## config.mk

```make
export PLATFORM = sky130hd
export DESIGN_NAME = rs232out_tx
export DESIGN_NICKNAME = d
export VERILOG_FILES = /design/src/rtl/rs232out_tx.sv
export SDC_FILE = /design/constraint.sdc
export NUM_CORES = 1
export LEC_CHECK = 0
export CORE_UTILIZATION = 55
export CTS_CLUSTER_SIZE = 40
export DETAILED_ROUTE_END_ITERATION = 16
export HOLD_SLACK_MARGIN = 0.08
export PLACE_DENSITY = 0.82
export SKIP_CTS_REPAIR_TIMING = 1
export SLEW_MARGIN = 20
export SYNTH_ARGS = -nofsm -noshare
export SYNTH_HDL_FRONTEND = slang
export SYNTH_SLANG_ARGS = --single-unit
```

## constraint.sdc

```tcl
create_clock -name clk -period 2.1 [get_ports clk]
set_input_delay 0.42 -clock clk [delete_from_list [all_inputs] [get_ports clk]]
set_output_delay 0.42 -clock clk [all_outputs]
set_load 0.01 [all_outputs]
```

## src/rtl/rs232out_tx.sv

```systemverilog
// 8N1 serial transmitter with a one-byte holding register in front of the shift register.
// Line idles high; each bit lasts DIV = CLK_HZ/BAUD clock cycles, LSB first.
module rs232out_tx #(
    parameter int unsigned CLK_HZ = 25_000_000,
    parameter int unsigned BAUD   = 115200
) (
    input  logic       clk,
    input  logic       rst_n,
    input  logic [7:0] rs232out_d,
    input  logic       rs232out_w,
    output logic       rs232out_busy,
    output logic       serial_out
);

    localparam int unsigned DIV = CLK_HZ / BAUD;
    localparam int unsigned CW  = (DIV > 1) ? $clog2(DIV) : 1;
    localparam logic [CW-1:0] CNT_MAX = CW'(DIV - 1);

    typedef enum logic [1:0] {
        IDLE,
        START,
        DATA,
        STOP
    } state_t;

    state_t        state_q;
    logic [CW-1:0] cnt_q;
    logic [2:0]    idx_q;
    logic [7:0]    shifter_q;
    logic [7:0]    hold_q;
    logic          hold_valid_q;
    logic          serial_q;

    assign rs232out_busy = hold_valid_q;
    assign serial_out    = serial_q;

    always_ff @(posedge clk or negedge rst_n) begin
        if (!rst_n) begin
            state_q      <= IDLE;
            cnt_q        <= '0;
            idx_q        <= '0;
            shifter_q    <= '0;
            hold_q       <= '0;
            hold_valid_q <= 1'b0;
            serial_q     <= 1'b1;
        end else begin
            // Loading only happens while the holding register is empty, and the
            // transfer to the shifter only while it is full, so the two never collide.
            if (rs232out_w && !hold_valid_q) begin
                hold_q       <= rs232out_d;
                hold_valid_q <= 1'b1;
            end

            unique case (state_q)
                IDLE: begin
                    serial_q <= 1'b1;
                    if (hold_valid_q) begin
                        shifter_q    <= hold_q;
                        hold_valid_q <= 1'b0;
                        serial_q     <= 1'b0;
                        cnt_q        <= CNT_MAX;
                        state_q      <= START;
                    end
                end
                START: begin
                    if (cnt_q == '0) begin
                        serial_q <= shifter_q[0];
                        idx_q    <= '0;
                        cnt_q    <= CNT_MAX;
                        state_q  <= DATA;
                    end else begin
                        cnt_q <= cnt_q - 1'b1;
                    end
                end
                DATA: begin
                    if (cnt_q == '0) begin
                        cnt_q <= CNT_MAX;
                        if (idx_q == 3'd7) begin
                            serial_q <= 1'b1;
                            state_q  <= STOP;
                        end else begin
                            shifter_q <= shifter_q >> 1;
                            serial_q  <= shifter_q[1];
                            idx_q     <= idx_q + 1'b1;
                        end
                    end else begin
                        cnt_q <= cnt_q - 1'b1;
                    end
                end
                STOP: begin
                    if (cnt_q == '0) begin
                        // Pending byte starts right after the stop bit, no idle gap.
                        if (hold_valid_q) begin
                            shifter_q    <= hold_q;
                            hold_valid_q <= 1'b0;
                            serial_q     <= 1'b0;
                            cnt_q        <= CNT_MAX;
                            state_q      <= START;
                        end else begin
                            state_q <= IDLE;
                        end
                    end else begin
                        cnt_q <= cnt_q - 1'b1;
                    end
                end
                default: state_q <= IDLE;
            endcase
        end
    end

endmodule
```

[Word-level counts from Yosys, hierarchy flattened]
Index checks and enable logic that the tools add are counted.
W data, S select, Z words.
Cells by class
  eq/ne operators: 11
  reductions and logical operators: 11
  muxes and demuxes: 31
  $add $sub $neg: 2
Operators by type and width (count)
  $mux W8: 7
  $pmux W8 S3: 2
  $ne A2 B2 Y1 const B: 7
  $reduce_and A4 Y1: 3
  $mux W1: 10
  $mux W2: 5
  $mux W3: 3
  $logic_not A8 Y1: 1
  $pmux W2 S4: 1
  $sub A8 B1 Y8 const B: 1
  $pmux W3 S2: 1
  $reduce_and A5 Y1: 1
  $eq A2 B2 Y1 const B: 2
  $pmux W1 S4: 1
  $add A3 B1 Y3 const B: 1
  $eq A3 B3 Y1 const B: 1
  $reduce_bool A3 Y1: 1
  $eq A2 B1 Y1 const B: 1
  $logic_not A2 Y1: 1
  $pmux W1 S2: 1
  $reduce_bool A2 Y1: 1
  $reduce_or A2 Y1: 1
  $logic_and A1 B1 Y1: 1
  $logic_not A1 Y1: 1
Storage, ports and cells
  output and inout bits: 2
  bits in registers: 31

[Longest topological paths before layout]
  depth in word-level cells: 6
  gate-level depth with buffers: 7
  depth with buffers taken out: 6

[Worst setup path before layout]
No wires, ideal clock.
  path type: reg2reg
  start: register state_q[0]
  end: register shifter_q[3]
  required time: 1975 ps
  clock period less this slack: 1908 ps
  arrival time: 1783 ps
  buffers on the path: 2
  setup slack: 192 ps
  library setup time: 125 ps
  cell stages (with the launch flop): 7
  cells stage by stage: dfrtp_1 -> inv_1 -> ha_1 -> clkbuf_1 -> buf_1 -> mux2_2 -> mux2_4
Between the ends
  word-level cells in the longest chain between the ends: 3
  elaborated cells between the ends (all ways): 9
  classes of those cells: eq/ne (5); mux (1); reduce/logical (3)
Ends and longest elaborated chain
  start, declared: RTL line 26  | state_t state_q;
  start signal, assigned: RTL line 39  | state_q <= IDLE;
  start signal, assigned: RTL line 62  | state_q <= START;
  start signal, assigned: RTL line 70  | state_q <= DATA;
  $eq A2 B2 Y1 or $logic_not A2 Y1 (tied branches): RTL line 54  | unique case (state_q)
  $ne A2 B2 Y1 (no line) or $reduce_bool A3 Y1 (tied branches)
  $reduce_and A4 Y1 (no line)
  end signal, assigned: RTL line 58  | shifter_q <= hold_q;
  end signal, assigned: RTL line 82  | shifter_q <= shifter_q >> 1;
  end signal, assigned: RTL line 94  | shifter_q <= hold_q;
  end, declared: RTL line 29  | logic [7:0] shifter_q;
Several ways; a longest one is shown, not always the timed one.
A chain may end at the register's enable or synchronous reset.

[Final worst setup path]
  start: register cnt_q[0]
  end: register shifter_q[1]
Between the ends
  word-level cells in the longest chain between the ends: 3
  elaborated cells between the ends (all ways): 4
  classes of those cells: eq/ne (2); reduce/logical (2)
Ends and longest elaborated chain
  start, declared: RTL line 27  | logic [CW-1:0] cnt_q;
  start signal, assigned: RTL line 72  | cnt_q <= cnt_q - 1'b1;
  start signal, assigned: RTL line 87  | cnt_q <= cnt_q - 1'b1;
  start signal, assigned: RTL line 103  | cnt_q <= cnt_q - 1'b1;
  $logic_not A8 Y1 *: RTL line 76, 91
  $ne A2 B2 Y1 (no line)
  $reduce_and A4 Y1 (no line) *
Every way passes the cells marked *; elsewhere a longest branch is shown, timed or not.

==> metrics.log <==
[metrics] Clock Pin Slew Worst Setup and Hold Paths: about 0.1 ns
[metrics] crit path cell chain: inv_1 -> ha_1 -> nor3b_4 -> and2_1 -> o21ai_4 -> mux2_4
[metrics] maximum achievable frequency: around 520 MHz
[metrics] delay contributed by the slowest stage of the critical path: approximately 0.42 ns
[metrics] Post-layout nets: between 150 and 200
[metrics] initial drt markers: between 60 and 70
[metrics] Pre-Repair DR Iteration Count: 4
[metrics] transition time at the pin with the least slew margin: 0.478 ns
[metrics] total length of routed wires: roughly 3500 um
[metrics] die area: between 3000 and 4000 um^2
[metrics] R2R cell count: 6
[metrics] cell row count: 20
[metrics] vias in the first global route: 1345
[metrics] dominant register cell in the synthesized netlist: sky130_fd_sc_hd__dfrtp_1
[metrics] kind of cell with the highest combined delay on the critical path: flip-flops
[metrics] Worst setup SP type: register
[metrics] Yosys Warn Count: 0
[metrics] All-Layer GR Usage: a little under a quarter
[metrics] Remaining Overflow, GRT: 0
[metrics] first-pass GRT wire length: roughly 5900 um
[metrics] vias: ~1300
[metrics] sequential-to-total area share from yosys stat: between 40% and 50%
[metrics] origin of the critical flop-to-flop path: cnt_q[0]
[metrics] Clock Skews: between 0.008 and 0.009 ns
[metrics] setup_tns: 0 ns
[metrics] Post-synth ARST share: between 90% and 100%
[metrics] final weighted congestion in routability-driven placement: between 0.8 and 0.9
[metrics] total power per unit cell area: 1750 nW/um^2
[metrics] antenna violations before repair: 0
[metrics] type of the tightest min-delay check: in2async
[metrics] Routed Antenna Nets: 0
[metrics] static leakage power: ~0.92 nW
[metrics] worst-path maximum fanout: 8
[metrics] post-synth design cell area: about 1800 um^2
[metrics] final number of max-transition violations: 0
[metrics] Slew headroom: roughly two thirds
[metrics] outcome: completed
[metrics] Buffers on Ports: 12
[metrics] number of cells on the critical path: 6
[metrics] data arrival time of the critical path: ~2.2 ns
[metrics] clock tree sinks: 31
[metrics] #FFs+latches synth: 31
[metrics] number of flops mapped to enable cells by yosys: 0
[metrics] Chip Height: 58.9 um
[metrics] TritonCTS clock tree: yes
[metrics] Min Clock Period, post-route: 1.94 ns
[metrics] source-to-sink clock delay at the later pin of the worst-skew pair: around 0.34 ns
[metrics] worst setup path start: cnt_q[0]
[metrics] CORE AREA: just over 3000 um^2
[metrics] VDD IR-drop max: between 0.8 and 0.9 mV
[metrics] area overhead of the layout relative to synthesis: 15.4%
[metrics] number of failing setup endpoints in the final timing report: 0
[metrics] maximum count of clock buffers along a single path: 2
[metrics] I/O pin count: 13
[metrics] Hold Vio Cnt, Final: 0
[metrics] portion of the clock cycle consumed by the worst path in the final layout: slightly above 90%
[metrics] number of CTS-inserted buffers: 5
[metrics] remaining routing DRC violations: 0
[metrics] worst hold slack: 0.457 ns
[metrics] Detailed Place HPWL: 2510 um
[metrics] number of H-tree levels: 2
[metrics] CTS root buffer: sky130_fd_sc_hd__clkbuf_4
[metrics] worst path bufs/invs: 1
[metrics] average size of a mapped cell: about 11 um^2
[metrics] drt wl/cell: around 15 um
[metrics] required time reported for the critical path endpoint: 2.33 ns
[metrics] pin count of the biggest net entering global routing: 32
[metrics] share of cells above drive strength 1: 26.1%
[metrics] RSZ-0062 raised after global routing: false
[metrics] starting density of the core: roughly three fifths
[metrics] diodes inserted: 0
[metrics] Cells after Synth: between 150 and 200
[metrics] horizontal die dimension: 58.9 um
[metrics] net count after synthesis: 179
[metrics] average via count per standard cell: between 5 and 6
[metrics] nature of the critical path endpoint: register
[metrics] number of max-cap violations: 0
[metrics] post-synth cell types: 40
[metrics] Setup CP Type: reg2reg
[metrics] critical-path cell with the highest stage delay: sky130_fd_sc_hd__dfrtp_1
==> flip-flops by register name (all words and copies together) (netlist names) <==
name	flops
hold_q	8
serial_out	1
idx_q	3
rs232out_busy	1
state_q	2
cnt_q	8
shifter_q	8
==> path summary, 6_finish.rpt <==
path | end | slack (ns)
worst max-delay path | shifter_q[1] | 0.16
worst min-delay path | cnt_q[5] | 0.46
worst max register to register | shifter_q[1] | 0.16
worst min register to register | hold_q[7] | 0.51
max in group asynchronous | serial_out | 1.32
min in group clk | hold_q[7] | 0.51
==> synthesized netlist by cell type, types with 2 or more instances <==
| library cell | instances | share of area [%] |
|---|---|---|
| sky130_fd_sc_hd__mux2i_1 | 2 | 1.1 |
| sky130_fd_sc_hd__nand2b_1 | 4 | 1.4 |
| sky130_fd_sc_hd__nor2_1 | 9 | 1.9 |
| sky130_fd_sc_hd__nand2_1 | 8 | 1.7 |
| sky130_fd_sc_hd__o21ai_0 | 9 | 2.5 |
| sky130_fd_sc_hd__a21oi_1 | 8 | 2.2 |
| sky130_fd_sc_hd__nor2b_1 | 5 | 1.8 |
| sky130_fd_sc_hd__ha_1 | 8 | 5.6 |
| sky130_fd_sc_hd__mux2_4 | 8 | 6.7 |
| sky130_fd_sc_hd__a21o_1 | 2 | 0.84 |
| sky130_fd_sc_hd__a31oi_1 | 3 | 1.1 |
| sky130_fd_sc_hd__clkbuf_1 | 5 | 1.1 |
| sky130_fd_sc_hd__a22o_1 | 5 | 2.5 |
| sky130_fd_sc_hd__mux2_2 | 17 | 11 |
| sky130_fd_sc_hd__dfrtp_1 | 30 | 42 |
| sky130_fd_sc_hd__nor3_1 | 4 | 1.1 |
| sky130_fd_sc_hd__o21bai_1 | 2 | 0.84 |
| sky130_fd_sc_hd__inv_1 | 7 | 1.5 |
| sky130_fd_sc_hd__o32ai_1 | 3 | 1.5 |
==> area by class of cell <==
class / instances / area [um^2]
Fill cell: 254 / 997
Multi-Input combinational cell: 115 / 951
Sequential cell: 31 / 778
Timing Repair Buffer: 19 / 173
Clock buffer: 7 / 65.1
Tap cell: 44 / 55.1
Inverter: 7 / 26.3
Clock inverter: 1 / 7.51
==> report_power, final <==
| group | leakage, nW | internal [mW] | switching [mW] |
|---|---|---|---|
| Combinational | 0.505 | 1.06 | 0.948 |
| Sequential | 0.376 | 0.900 | 0.288 |
| Clock | 0.0375 | 0.195 | 0.212 |
==> logic make-up (layout without fill, tap and decap cells) <==
group	after synthesis	after routing	share of synthesized area, %
multiplexers	27	27	18.6
AND/OR/NAND/NOR	37	37	11.7
adder cells (fa/ha/maj)	8	8	5.62
buffers and inverters	14	34	3.37
flip-flops	31	31	43.6
AO/OA/AOI/OAI	42	42	16.6
XOR/XNOR	1	1	0.492
==> routing by layer <==
metal / global-route usage [%] / up-vias / routed length [um]
li1: - / 623 / -
met1: 26.9 / 656 / 1450
met2: 40.4 / 32 / 1800
met3: 6.59 / 10 / 144
met4: 10.2 / 0 / 58
met5: 0 / - / 0
==> metrics by stage <==
stage / setup slack [ns] / power (mW) / std cells / instance area [um^2] / utilization (%)
after CTS: 0.0262 / 3.60 / 224 / 2050 / 67.1
after detailed placement: 0.148 / 3.18 / 216 / 1980 / 64.7
after global routing: 0.0272 / 3.88 / 224 / 2060 / 67.3
after global placement: 0.227 / 3.08 / 216 / 1980 / 64.7
after floorplan: 0.192 / 2.71 / 160 / 1780 / -
final: 0.162 / 3.60 / 224 / 2060 / 67.3
==> cell usage in the layout, fill, tap and decap left out, types with 2 or more instances in the layout <==
master                            count
sky130_fd_sc_hd__nor3_1               4
sky130_fd_sc_hd__a22o_1               5
sky130_fd_sc_hd__buf_4                7
sky130_fd_sc_hd__clkbuf_8             2
sky130_fd_sc_hd__dfrtp_1             29
sky130_fd_sc_hd__mux2i_1              2
sky130_fd_sc_hd__o32ai_1              3
sky130_fd_sc_hd__a21oi_1              8
sky130_fd_sc_hd__nor2_1               9
sky130_fd_sc_hd__ha_1                 8
sky130_fd_sc_hd__nand2_1              8
sky130_fd_sc_hd__mux2_2              17
sky130_fd_sc_hd__o21ai_0              9
sky130_fd_sc_hd__clkdlybuf4s50_1     12
sky130_fd_sc_hd__o21bai_1             2
sky130_fd_sc_hd__inv_1                7
sky130_fd_sc_hd__a21o_1               2
sky130_fd_sc_hd__nand2b_1             4
sky130_fd_sc_hd__mux2_4               8
sky130_fd_sc_hd__nor2b_1              5
sky130_fd_sc_hd__a31oi_1              3
sky130_fd_sc_hd__clkbuf_4             5
Note: power is estimated with default switching activity, not from simulation.
